===== src/rtl/spi16i_pkg.sv =====
// Shared definitions for the spi16i serial-in receive port: state encoding,
// word/counter widths and status register layout.
package spi16i_pkg;
  localparam int WORD_W = 16;
  localparam int CNT_W  = 5;
  localparam logic [CNT_W-1:0] CNT_FULL = 5'd16;
  localparam logic [CNT_W-1:0] CNT_SAT  = 5'd17;

  localparam int ST_RDY     = 0;
  localparam int ST_OVR     = 1;
  localparam int ST_FERR    = 2;
  localparam int ST_CNT_LSB = 8;

  typedef enum logic [1:0] {S_WAIT, S_IDLE, S_RX} state_t;

  function automatic logic [WORD_W-1:0] status_word(input logic r, input logic o,
                                                    input logic f,
                                                    input logic [CNT_W-1:0] c);
    logic [WORD_W-1:0] s;
    s = '0;
    s[ST_RDY]  = r;
    s[ST_OVR]  = o;
    s[ST_FERR] = f;
    s[ST_CNT_LSB +: CNT_W] = c;
    return s;
  endfunction
endpackage


===== src/rtl/spi16i_sync_edge.sv =====
// N-stage synchronizer plus one extra register giving a single-cycle
// rising-edge pulse on the synchronized level.
module sync_edge #(
  parameter int   STAGES  = 2,
  parameter logic RST_VAL = 1'b0
) (
  input  logic clk,
  input  logic rst,
  input  logic d,
  output logic q,
  output logic rise
);
  logic [STAGES-1:0] chain;
  logic              q_d;

  always_ff @(posedge clk) begin
    if (!rst) begin
      chain <= {STAGES{RST_VAL}};
      q_d   <= RST_VAL;
    end else begin
      chain <= {chain[STAGES-2:0], d};
      q_d   <= chain[STAGES-1];
    end
  end

  assign q    = chain[STAGES-1];
  assign rise = q & ~q_d;
endmodule


===== src/rtl/spi16i.sv =====
// SPI-style 16-bit serial receiver with a two-register parallel read port
// (data / status). Serial inputs are asynchronous and synchronized here.
module spi16i
  import spi16i_pkg::*;
#(
  parameter int SYNC_STAGES = 2
) (
  input  logic              clk,
  input  logic              rst,
  input  logic              iocs,
  input  logic              iord,
  input  logic              addr,
  output logic [WORD_W-1:0] dout,
  input  logic              sck,
  input  logic              sdi,
  input  logic              sync,
  output logic              rdy,
  output logic              err
);
  logic sck_s, sck_rise, sync_s, sync_rise, sdi_s;
  logic sck_level_unused;
  logic [SYNC_STAGES-1:0] sdi_chain;
  logic [SYNC_STAGES-1:0] warm;

  sync_edge #(.STAGES(SYNC_STAGES), .RST_VAL(1'b0)) u_sck (
    .clk(clk), .rst(rst), .d(sck), .q(sck_s), .rise(sck_rise)
  );
  sync_edge #(.STAGES(SYNC_STAGES), .RST_VAL(1'b1)) u_sync (
    .clk(clk), .rst(rst), .d(sync), .q(sync_s), .rise(sync_rise)
  );
  assign sck_level_unused = sck_s;
  assign sdi_s = sdi_chain[SYNC_STAGES-1];

  state_t            state, state_n;
  logic [WORD_W-1:0] sreg, data;
  logic [CNT_W-1:0]  cnt, last_cnt;
  logic              ovr, ferr;
  logic              clr, shift, done, commit, ferr_ev;
  logic              data_rd, stat_rd;

  assign data_rd = iocs & iord & ~addr;
  assign stat_rd = iocs & iord & addr;

  // The sync synchronizer resets to idle-high, so WAIT only trusts sync_s once
  // the chain has been flushed with real pin samples after reset release.
  always_comb begin
    state_n = state;
    clr     = 1'b0;
    shift   = 1'b0;
    done    = 1'b0;
    commit  = 1'b0;
    ferr_ev = 1'b0;
    case (state)
      S_WAIT: if (warm[SYNC_STAGES-1] && sync_s) state_n = S_IDLE;
      // IDLE is only ever entered with sync_s high, so a low level is the fall.
      S_IDLE: if (!sync_s) begin
        state_n = S_RX;
        clr     = 1'b1;
      end
      S_RX: begin
        if (sync_rise) begin
          state_n = S_IDLE;
          done    = 1'b1;
          if (cnt == CNT_FULL) commit = 1'b1;
          else ferr_ev = 1'b1;
        end else if (sck_rise) begin
          shift = 1'b1;
        end
      end
      default: state_n = S_WAIT;
    endcase
  end

  always_ff @(posedge clk) begin
    if (!rst) begin
      state     <= S_WAIT;
      sdi_chain <= '0;
      warm      <= '0;
      sreg      <= '0;
      data      <= '0;
      cnt       <= '0;
      last_cnt  <= '0;
      rdy       <= 1'b0;
      ovr       <= 1'b0;
      ferr      <= 1'b0;
    end else begin
      state     <= state_n;
      sdi_chain <= {sdi_chain[SYNC_STAGES-2:0], sdi};
      warm      <= {warm[SYNC_STAGES-2:0], 1'b1};
      if (clr) begin
        sreg <= '0;
        cnt  <= '0;
      end else if (shift) begin
        sreg <= {sreg[WORD_W-2:0], sdi_s};
        if (cnt != CNT_SAT) cnt <= cnt + 1'b1;
      end
      if (done)   last_cnt <= cnt;
      if (commit) data     <= sreg;
      // A commit beats a same-cycle data read; only an unread overwrite is an overrun.
      rdy <= commit | (rdy & ~data_rd);
      if (commit && rdy && !data_rd) ovr <= 1'b1;
      else if (stat_rd)              ovr <= 1'b0;
      if (ferr_ev)      ferr <= 1'b1;
      else if (stat_rd) ferr <= 1'b0;
    end
  end

  always_comb begin
    dout = '0;
    if (iocs && iord) dout = addr ? status_word(rdy, ovr, ferr, last_cnt) : data;
  end

  assign err = ovr | ferr;
endmodule


===== config.mk =====
export PLATFORM = sky130hd
export DESIGN_NAME = spi16i
export DESIGN_NICKNAME = d
export VERILOG_FILES = /design/src/rtl/spi16i_pkg.sv /design/src/rtl/spi16i_sync_edge.sv /design/src/rtl/spi16i.sv
export SDC_FILE = /design/constraint.sdc
export NUM_CORES = 1
export LEC_CHECK = 0
export ABC_CLOCK_PERIOD_IN_PS = 2600
export CAP_MARGIN = 5
export CELL_PAD_IN_SITES_DETAIL_PLACEMENT = 0
export CELL_PAD_IN_SITES_GLOBAL_PLACEMENT = 1
export CORE_ASPECT_RATIO = 1.2
export CORE_MARGIN = 4
export CORE_UTILIZATION = 47
export CTS_BUF_LIST = sky130_fd_sc_hd__clkbuf_4 sky130_fd_sc_hd__clkbuf_8
export CTS_CLUSTER_DIAMETER = 150
export DETAILED_ROUTE_END_ITERATION = 12
export GPL_TIMING_DRIVEN = 0
export PLACE_DENSITY_LB_ADDON = 0.1
export SYNTH_ARGS = -nofsm -noshare
export SYNTH_HDL_FRONTEND = slang
export SYNTH_SLANG_ARGS = --single-unit

===== constraint.sdc =====
create_clock -name clk -period 2.6 [get_ports clk]
set_input_delay 0.52 -clock clk [delete_from_list [all_inputs] [get_ports clk]]
set_output_delay 0.52 -clock clk [all_outputs]
set_load 0.02 [all_outputs]

==> impl_metrics.py <==
metrics = {
    "clock_tree": {
        "clock_latency_ns": 0.33,
        "htreeDepth": 3,
        "cts_root_buf": "clkbuf_8",
        "clk_path_buf_depth": 2,
        "numCtsBuffers": 9,
        "clkSinkCount": 57,
        "cts_tree": "built",
        "clk_pin_slew_ns": 0.06,
        "holdBufCountCts": 0,
    },
    "timing": {
        "rsz0062_at_grt": "no",
        "fin_ws_ns": 0.3379,
        "skew_ns": 0.008338,
        "fmax_mhz": 442.1,
        "max_slew_margin": 0.6373,
        "worstMarginPinSlew_ns": 0.5420,
        "finalSetupViolations": 0,
        "finalCritPeriodShare": 0.8700,
        "hold_viol_final": 0,
        "slew_viol_final": 0,
        "period_needed_ns": 2.262,
    },
    "worst_setup_path": {
        "worstPathArrival_ns": 1.74,
        "cp.required_ns": 2.08,
        "critPathMaxFanout": 10,
        "ff2ff_setup_slack_ns": 0.92,
        "slowest_stage": "clkdlybuf4s50_1",
        "r2r-start": "state[1]",
        "path_cells": "clkdlybuf4s50_1, buf_6, mux2i_1, nor2_1, dlymetal6s2s_1",
        "endpoint_kind": "output port",
        "worstSetupStartpoint": "addr",
        "path_class": "input port to output port",
        "cp-start-kind": "input port",
        "reg2regPathDepth": 5,
        "worstReg2RegEnd": "sreg[13]",
        "slowest_delay_ns": 0.54,
    },
    "routing": {
        "drtIter0Drc": 80,
        "met1_length_um": 2289,
        "dr_wl_met2_um": 2103,
        "viasPerCell": 4.992,
        "first_pass_iters": 5,
        "dr_wl_met3_um": 227,
        "drtAntennaViolNets": 0,
        "top_layer": "met4",
        "via_count": 1807,
        "drt-wirelength-per-cell_um": 13.14,
        "wirelength_um": 4757,
        "drc": 0,
    },
    "run_status": {
        "status": "finished, final reports clean",
    },
    "floorplan": {
        "die-area_sq_um": 6113,
        "num_io_pins": 26,
        "num_rows": 27,
        "core-area_sq_um": 4662,
        "die_y_um": 84.86,
        "fp.dieW_um": 72.05,
        "start_util": 0.4962,
    },
    "logic_synthesis": {
        "syn_inst": 262,
        "yosysUniqueCellTypes": 35,
        "yosys_warnings": 0,
        "synth_nets": 273,
        "netlist_area_sq_um": 2313,
        "seq_area_frac_synth": 0.4932,
        "synth_edf_count": 0,
        "synthArstFlopShare": 0,
        "synth_area_per_cell_sq_um": 8.830,
        "ys_ff_latch": 57,
        "ys.flop_type": "dfxtp_1",
    },
    "run": {
        "max_cap_viol_count": 0,
    },
    "power_and_ir_drop": {
        "p_leak_nw": 1.346,
        "switchingPower_mw": 0.3712,
        "pwr-share-clk": 0.517,
        "p_per_area_nw_per_um2": 662.7,
        "p_seq_frac": 0.453,
        "comb_power_share": 0.030,
        "switching_share": 0.1901,
        "ir_worst_vdd_uv": 570.4,
        "power.internal_mw": 1.581,
    },
    "place": {
        "place_area_sq_um": 2636,
        "io_buffers": 25,
        "place_hpwl_um": 3305,
        "placement.setup.worst_slack_ns": -0.2537,
        "gp_congestion": 0.7152,
    },
    "cells_and_area": {
        "synthToLayoutAreaGrowth_pct": 27.37,
        "layout-drive-gt1-share": 0.1053,
        "final_cell_mix": "nand2_1 (65), dfxtp_1 (57), a21oi_1 (16), dlymetal6s2s_1 (16), nor2_1 (15)",
        "fin_util": 0.6320,
        "nNetsFinal": 310,
        "antenna_cells": 0,
        "stdcell_area_sq_um": 2947,
        "final_common_cell": "nand2_1",
        "fill_cells": 437,
    },
    "global_routing": {
        "grt_pass1_vias": 1744,
        "grt_pass1_wl_um": 8121,
        "grt_max_degree": 11,
        "grt_usage": 0.1708,
        "antenna_found_initial": 0,
        "overflow": 0,
    },
    "min_path": {
        "hold_path_depth": 1,
        "hold_path_end": "u_sync.chain[1]",
        "hp-start": "u_sync.chain[0]",
        "hold_class": "flip-flop to flip-flop",
    },
}
==> power groups by stage <==
stage | sequential [mW] | combinational, mW | clock [mW]
2_1_floorplan | 0.903 | 0.0334 | 0
3_3_place_gp | 0.904 | 0.0554 | 0
3_5_place_dp | 0.904 | 0.0557 | 0
4_1_cts | 0.885 | 0.0577 | 1.03
5_1_grt | 0.885 | 0.0652 | 1.07
6_report | 0.885 | 0.0580 | 1.01
==> synth_stat cells, drive strengths merged (2+ instances only) <==
| cell type | n | area (sq um) |
|---|---|---|
| mux2i | 14 | 140.1 |
| nand2 | 65 | 244.0 |
| nand3 | 4 | 20.02 |
| nand4bb | 2 | 22.52 |
| or2 | 2 | 12.51 |
| clkbuf | 8 | 31.28 |
| nor3 | 2 | 10.01 |
| dfxtp | 57 | 1141 |
| ha | 3 | 37.54 |
| nor2 | 16 | 60.06 |
| inv | 3 | 11.26 |
| a21boi | 18 | 135.1 |
| a21oi | 16 | 80.08 |
| and2 | 14 | 87.58 |
| buf | 8 | 56.30 |
| xnor2 | 3 | 26.28 |
| nand2b | 6 | 37.54 |
| nor2b | 6 | 37.54 |
| nor3b | 2 | 15.01 |
| and2b | 2 | 15.01 |
==> logic make-up after synthesis <==
group / after synthesis / share of synthesized area
DFF: 57 / 0.4932
muxes: 14 / 0.06057
AOI/OAI and AO/OA: 41 / 0.1157
and+or+nand+nor: 125 / 0.2601
xor gates and xnor gates: 3 / 0.01136
adders and majority gates: 3 / 0.01623
buffers and inverters: 19 / 0.04272
==> repair_timing <==
action                                  4_1_cts  5_1_grt
gates resized for setup                       3       19
endpoints found under the setup margin       16       16
buffers inserted                              0        1
==> cell type report <==
| class | instances | area (sq um) | share of cell area |
|---|---|---|---|
| inverter | 3 | 11.26 | 0.003822 |
| clock inverter | 5 | 102.6 | 0.03482 |
| buffer | 16 | 95.09 | 0.03227 |
| sequential | 57 | 1141 | 0.3873 |
| tap | 58 | 72.57 | 0.02463 |
| timing repair buffer | 26 | 297.8 | 0.1011 |
| clock buffer | 11 | 145.1 | 0.04926 |
| multi-input combinational | 186 | 1081 | 0.3669 |
==> metrics by stage <==
| stage | hold slack (ns) | std cells | power (mW) | setup TNS [ns] |
|---|---|---|---|---|
| 2_1_floorplan | 0.3863 | 262 | 0.9367 | 0 |
| 3_3_place_gp | 0.3898 | 345 | 0.9594 | -1.987 |
| 3_5_place_dp | 0.4065 | 345 | 0.9600 | -2.123 |
| 4_1_cts | 0.4318 | 361 | 1.977 | -0.1429 |
| 5_1_grt | 0.4510 | 362 | 2.023 | 0 |
| 6_report | 0.4208 | 362 | 1.953 | 0 |
==> flip-flops by register name, indices dropped and copies added (netlist names) <==
| register | cells |
|---|---|
| rdy | 1 |
| cnt | 5 |
| sdi_chain | 2 |
| data | 16 |
| state | 2 |
| sreg | 16 |
| ovr | 1 |
| u_sck.chain | 2 |
| u_sync.chain | 2 |
| ferr | 1 |
| last_cnt | 5 |
| u_sync.q_d | 1 |
| u_sck.q_d | 1 |
| warm | 2 |
==> worst max-delay path by stage <==
stage / endpoint / slack [ns] / cells after the start
after global routing: dout[8] / 0.25 / 5
after floorplan: dout[0] / 0.95 / 3
after global placement: dout[15] / -0.22 / 5
after CTS: dout[8] / -0.03 / 5
after detailed placement: dout[15] / -0.25 / 5
final: dout[8] / 0.34 / 5
==> worst max-delay path: cells and delay by family <==
family	cells	cell delay (ns)
buffers and inverters	3	0.94
multiplexers	1	0.22
AND/OR/NAND/NOR	1	0.06
==> per-layer routing <==
metal / up-vias / track usage
li1: 934 / -
met1: 826 / 0.2249
met2: 36 / 0.2567
met3: 11 / 0.03910
met4: 0 / 0.09402
met5: - / 0
No activity file was read; power rests on OpenSTA's default activity.
